File: config.mk
export PLATFORM = sky130hd
export DESIGN_NAME = score_bcd_counter
export DESIGN_NICKNAME = d
export VERILOG_FILES = /design/src/rtl/score_bcd_counter.sv
export SDC_FILE = /design/constraint.sdc
export NUM_CORES = 1
export LEC_CHECK = 0
export BUFFER_PORTS_ARGS = -buffer_cell sky130_fd_sc_hd__buf_2
export CORE_AREA = 2 2 77 79
export CTS_BUF_LIST = sky130_fd_sc_hd__clkbuf_8
export CTS_CLUSTER_SIZE = 10
export DETAILED_ROUTE_END_ITERATION = 8
export DIE_AREA = 0 0 79 81
export MAX_ROUTING_LAYER = met4
export PLACE_DENSITY = 0.77
export SKIP_LAST_GASP = 1
export SYNTH_ARGS = -nofsm -noshare
export SYNTH_HDL_FRONTEND = slang
export SYNTH_SLANG_ARGS = --single-unit
File: constraint.sdc
create_clock -name clk -period 3.6 [get_ports clk]
set_input_delay 0.36 -clock clk [delete_from_list [all_inputs] [get_ports clk]]
set_output_delay 0.36 -clock clk [all_outputs]
set_load 0.02 [all_outputs]
File: src/rtl/score_bcd_counter.sv
// Game score keeper: three-digit BCD score with a binary shadow, and a best
// score kept across games. Feeds the seven-segment driver directly in BCD.
module score_bcd_counter #(
  parameter int unsigned MAX_SCORE = 999
) (
  input  logic       clk,
  input  logic       rst,
  input  logic       pass,
  input  logic       game_start,
  input  logic       game_over,
  input  logic       show_best,
  output logic [3:0] ge,
  output logic [3:0] shi,
  output logic [3:0] bai,
  output logic [9:0] score_bin,
  output logic [9:0] best_bin,
  output logic       running,
  output logic       saturated,
  output logic       new_best
);

  localparam int unsigned SCORE_W = 10;
  localparam int unsigned DIG_W   = 4;
  localparam logic [SCORE_W-1:0] MAX_BIN = SCORE_W'(MAX_SCORE);

  localparam logic [1:0] ST_IDLE = 2'd0;
  localparam logic [1:0] ST_RUN  = 2'd1;
  localparam logic [1:0] ST_OVER = 2'd2;

  logic [1:0]         state_q, state_d;
  logic               pass_q;
  logic [DIG_W-1:0]   cur_ge_q, cur_shi_q, cur_bai_q;
  logic [DIG_W-1:0]   cur_ge_d, cur_shi_d, cur_bai_d;
  logic [SCORE_W-1:0] score_q, score_d;
  logic [DIG_W-1:0]   best_ge_q, best_shi_q, best_bai_q;
  logic [DIG_W-1:0]   best_ge_d, best_shi_d, best_bai_d;
  logic [SCORE_W-1:0] best_q, best_d;
  logic               running_q, running_d;
  logic               sat_q, sat_d;
  logic               new_best_q, new_best_d;

  logic               pass_rise;
  logic [DIG_W-1:0]   inc_ge, inc_shi, inc_bai;

  assign pass_rise = pass & ~pass_q;

  // BCD ripple increment of the current score digits
  always_comb begin
    inc_ge  = cur_ge_q + DIG_W'(1);
    inc_shi = cur_shi_q;
    inc_bai = cur_bai_q;
    if (cur_ge_q == DIG_W'(9)) begin
      inc_ge  = '0;
      inc_shi = cur_shi_q + DIG_W'(1);
      if (cur_shi_q == DIG_W'(9)) begin
        inc_shi = '0;
        inc_bai = cur_bai_q + DIG_W'(1);
      end
    end
  end

  // Next-state: game FSM, score update, best commit
  always_comb begin
    state_d    = state_q;
    cur_ge_d   = cur_ge_q;
    cur_shi_d  = cur_shi_q;
    cur_bai_d  = cur_bai_q;
    score_d    = score_q;
    best_ge_d  = best_ge_q;
    best_shi_d = best_shi_q;
    best_bai_d = best_bai_q;
    best_d     = best_q;
    new_best_d = 1'b0;

    case (state_q)
      ST_IDLE, ST_OVER: begin
        if (game_start) begin
          state_d   = ST_RUN;
          cur_ge_d  = '0;
          cur_shi_d = '0;
          cur_bai_d = '0;
          score_d   = '0;
        end
      end
      ST_RUN: begin
        if (game_start) begin
          cur_ge_d  = '0;
          cur_shi_d = '0;
          cur_bai_d = '0;
          score_d   = '0;
        end else if (game_over) begin
          state_d = ST_OVER;
          if (score_q > best_q) begin
            best_ge_d  = cur_ge_q;
            best_shi_d = cur_shi_q;
            best_bai_d = cur_bai_q;
            best_d     = score_q;
            new_best_d = 1'b1;
          end
        end else if (pass_rise && (score_q != MAX_BIN)) begin
          cur_ge_d  = inc_ge;
          cur_shi_d = inc_shi;
          cur_bai_d = inc_bai;
          score_d   = score_q + SCORE_W'(1);
        end
      end
      default: state_d = ST_IDLE;
    endcase

    running_d = (state_d == ST_RUN);
    sat_d     = (score_d == MAX_BIN);
  end

  // State and datapath registers with synchronous reset
  always_ff @(posedge clk) begin
    if (rst) begin
      state_q    <= ST_IDLE;
      pass_q     <= 1'b0;
      cur_ge_q   <= '0;
      cur_shi_q  <= '0;
      cur_bai_q  <= '0;
      score_q    <= '0;
      best_ge_q  <= '0;
      best_shi_q <= '0;
      best_bai_q <= '0;
      best_q     <= '0;
      running_q  <= 1'b0;
      sat_q      <= 1'b0;
      new_best_q <= 1'b0;
    end else begin
      state_q    <= state_d;
      pass_q     <= pass;
      cur_ge_q   <= cur_ge_d;
      cur_shi_q  <= cur_shi_d;
      cur_bai_q  <= cur_bai_d;
      score_q    <= score_d;
      best_ge_q  <= best_ge_d;
      best_shi_q <= best_shi_d;
      best_bai_q <= best_bai_d;
      best_q     <= best_d;
      running_q  <= running_d;
      sat_q      <= sat_d;
      new_best_q <= new_best_d;
    end
  end

  // Display select is a plain mux off registers so show_best acts immediately
  assign ge  = show_best ? best_ge_q  : cur_ge_q;
  assign shi = show_best ? best_shi_q : cur_shi_q;
  assign bai = show_best ? best_bai_q : cur_bai_q;

  assign score_bin = score_q;
  assign best_bin  = best_q;
  assign running   = running_q;
  assign saturated = sat_q;
  assign new_best  = new_best_q;

endmodule

* Word level (Yosys, flattened, before mapping) *
Index checks and enable logic that the tools add are counted.

cells by class
  reductions and logical operators = 9
  bitwise gates (word level) = 5
  multiplexer cells = 31
  $lt $le $gt $ge = 1
  $add $sub $neg = 4
  equal/unequal tests = 12

operators with widths
  cell                     number
  $mux W4                  18
  $mux W10                 4
  $pmux W4 S2              3
  $pmux W10 S2             1
  $add A4 B1 Y4 const B    3
  $ne A3 B3 Y1 const B     4
  $add A10 B1 Y10 const B  1
  $eq A10 B10 Y1 const B   1
  $gt A10 B10 Y1           1
  $ne A10 B10 Y1 const B   1
  $eq A4 B4 Y1 const B     2
  $reduce_and A4 Y1        2
  $mux W2                  3
  $reduce_and A6 Y1        1
  $reduce_and A5 Y1        1
  $eq A2 B1 Y1 const B     2
  $not A1 Y1               4
  $pmux W2 S2              1
  $reduce_or A4 Y1         1
  $eq A2 B2 Y1 const B     1
  $logic_not A2 Y1         1
  $ne A2 B2 Y1 const B     1
  $reduce_bool A2 Y1       1
  $reduce_or A2 Y1         1
  other kinds (3)          3

word-level totals
  output and inout port bits = 35
  logic and storage cells = 75
  input port bits = 6
  register bits after elaboration = 50

* Longest topological paths before layout *
  word-level depth = 8
  depth in mapped cells = 9
  mapped depth without buffers = 8

* Least setup slack after synthesis *
Ideal clock, no wire load.

  path type = register -> register
  start = reg score_q[6] (netlist: score_bin[6])
  end = reg best_q[7] (netlist: best_bin[7])
  period minus slack after synthesis = 2,131 ps
  stages on the path, launching flop included = 9
  setup time = 128 ps
  arrival time = 2,003 ps
  data required time = 3,472 ps
  buffers on the path = 1
  slack = 1,469 ps
  cells stage by stage = dfxtp_1 -> ha_1 -> and3_1 -> nand3_1 -> a21oi_1 -> o221ai_2 -> buf_2 -> mux2i_1 -> nor2_1

on the way
  cells in the longest elaborated chain, start to end = 2

RTL lines
  element                      line  RTL
  start, declared              34    logic [SCORE_W-1:0] score_q, score_d;
  start signal, assigned       136   score_q <= score_d;
  $gt A10 B10 Y1               93    if (score_q > best_q) begin
  $reduce_and A4 Y1 (no line)  --
  end signal, assigned         140   best_q <= best_d;
  end, declared                37    logic [SCORE_W-1:0] best_q, best_d;

No other way between the ends.
A chain may end at the register's enable or synchronous reset.

* Final worst setup path *
  start = reg score_q[5] (netlist: score_bin[5])
  end = reg best_q[0] (netlist: best_bin[0])

The elaborated chain is that of the path after synthesis.

==> reports/metrics.csv <==
metric;value;unit
syn_area;2680;um2
drt_pass1_iterations;4;
critical_path.max_fanout;19;
synth_top_cell_by_area;dfxtp_1;
diodes;0;
final_cells;411;
clock_path_buffers;2;
initial_core_util;47.1;%
port_buffers;40;
irDropWorstVdd;0.163;mV
synth_nets;322;
coreArea;5680;um2
hp-class;in -> reg;
drtIter0Drc;219;
insertion_delay;0.30;ns
synth_edf_count;0;
p_total;1.04;mW
drive_gt1_share;21.7;%
p_per_area;341;nW/um2
p_leak;1.43;nW
path_cells;ha_1 -> and3_1 -> nand3_1 -> a21oi_1 -> o221ai_2 -> buf_4 -> mux2i_1 -> nor2_1;
dp_cells;404;
htree_levels;2;
synth_top_family_by_area;simple AND/OR/NAND/NOR gates;
num_io_pins;41;
nets;358;
core.rowCount;28;
clock_sinks;50;
totalWireLength;5690;um
cts_buffers;5;
fin_crit_sh;67.0;%
yosysSeqAreaShare;37.4;%
grt_usage;18.8;%
crit_required;3.77;ns
drc;0;
final_util;53.5;%
synth.distinct_cells;51;
grt.overflow.total;0;
synth_compound_area_share;14.9;%
rsz0062_at_grt;no;
dpl.hpwl;3990;um
die-area;6400;um2
report.final.slew_viol_count;0;
synthAdderAreaFrac;7.48;%
synth-simple-area-share;21.1;%
relSlewSlack;42.8;%
path_delay_family;flip-flops;
avgSynthCellArea;8.92;um2
hold_slack;0.296;ns
grt_pass1_vias;2029;
postSynthCellCount;300;
setup.worst_path.start_class;flop;
synth-async-reset-ratio;0;%
tightest_slew;0.857;ns
synthDominantCellAreaShare;37.4;%
yosys-top-cells-area;dfxtp_1 37%, mux2i_1 9.0%, ha_1 7.5%, nor2_1 5.6%, mux2_2 4.2%;
criticalPathCategory;reg -> reg;
cts_root_buf;clkbuf_8;
finalSetupViolations;0;
viasPerCell;5.51;
die_w;79;um
synthXorXnorAreaFrac;0.655;%
hold_violations;0;
grt_start_max_net_pins;50;
finalSetupTns;0;ns
max_stage_delay;0.53;ns
crit_arrival;2.58;ns
detail-route-antenna-nets;0;
syn_to_final_growth;13.5;%
holdBufCountCts;0;
finClkSkew;0.0100;ns
ys_ff_latch;50;
fp.dieH;81;um
crit_buf_inv;1;
max_freq;415;MHz
wire_per_inst;13.8;um
yosys_warnings;0;
cts_setup_buffers;0;
synth-main-ff-cell;dfxtp_1;
critPathCaptureType;flop;
cap_violations;0;
fin_crit;2.41;ns
gp_congestion;0.823;
cts_tree;yes;
clk_pin_slew;0.09;ns
post_cts_resized;0;
slowest_stage;dfxtp_1;
vias;2264;
status;completed;
grt_antenna_before_repair;0;
grt_pass1_wl;9380;um
synth_mux_area_share;13.2;%
[layout make-up]
cell class	instances	area, um2
fill	560	2640
tap	75	93.8
clock buffer	6	82.6
timing repair buffer	43	223
multi-input combinational	217	1530
sequential	50	1000
clock inverter	1	30.0
inverter	19	71.3
[layout by cell type, fill, tap and decap left out, types with 7 or more instances in the layout]
cell and n:
nand2_1 16, dfxtp_1 50, ha_1 16, buf_2 40, mux2i_1 24, o21ai_0 14, nand3_1 8, inv_1 19
mux2_2 10, nor2_1 40, a21oi_1 17, nor3_1 7
[through the flow]
step / instance area, um2 / setup slack [ns]
3_3_place_gp: 2920 / 1.30
6_report: 3040 / 1.19
4_1_cts: 3040 / 1.19
5_1_grt: 3040 / 1.03
3_5_place_dp: 2920 / 1.20
2_1_floorplan: 2680 / 1.47
[per-layer routing]
layer	vias up	GRT usage [%]	wire length, um
li1	1132	-	-
met1	1080	22.4	2570
met2	50	33.1	2830
met3	2	3.56	270
met4	0	4.14	19
met5	-	-	0
[where the power goes]
group	total [mW]	leakage [nW]	switching (mW)	internal, mW
Clock	0.406	0.0573	0.183	0.223
Sequential	0.560	0.403	0.00406	0.556
Combinational	0.0705	0.966	0.0469	0.0236
Total	1.04	1.43	0.234	0.802
[path summary, 6_finish.rpt]
kind / startpoint / to / slack, ns / cells after the start
max: score_bin[5] / best_bin[0] / 1.19 / 8
min: pass / pass_q / 0.30 / 2
max reg2reg: score_bin[5] / best_bin[0] / 1.19 / 8
min reg2reg: best_ge_q[0] / best_ge_q[0] / 0.49 / 2
[registers in the layout, summed over array words and instances (netlist names)]
signal and cells:
best_bin 10, score_bin 10, best_bai_q 4, best_ge_q 4
best_shi_q 4, cur_bai_q 4, cur_ge_q 4, cur_shi_q 4
state_q 2, new_best 1, pass_q 1, running 1
saturated 1
[synthesized netlist by cell type (6+ instances only)]
| master | instances |
|---|---|
| dfxtp_1 | 50 |
| nor2_1 | 40 |
| mux2i_1 | 24 |
| inv_1 | 19 |
| a21oi_1 | 17 |
| ha_1 | 16 |
| nand2_1 | 16 |
| o21ai_0 | 14 |
| mux2_2 | 10 |
| nand3_1 | 8 |
| buf_2 | 7 |
| nor3_1 | 7 |
| and3_1 | 6 |
| clkbuf_1 | 6 |
[cells by family after synthesis]
group / Yosys count
buf+inv: 33
mux: 34
flops: 50
xor+xnor: 2
simple gates: 107
fa+ha+maj: 16
compound gates: 58
[worst reg2reg max path: cells and delay by family, from the launching register on]
| family | cells | cell delay, ns |
|---|---|---|
| AND/OR/NAND/NOR | 3 | 0.36 |
| flip-flops | 1 | 0.53 |
| adder cells (fa/ha/maj) | 1 | 0.31 |
| buffers and inverters | 1 | 0.41 |
| multiplexers | 1 | 0.25 |
| AO/OA/AOI/OAI | 2 | 0.42 |
(Power assumes the default switching activity.)
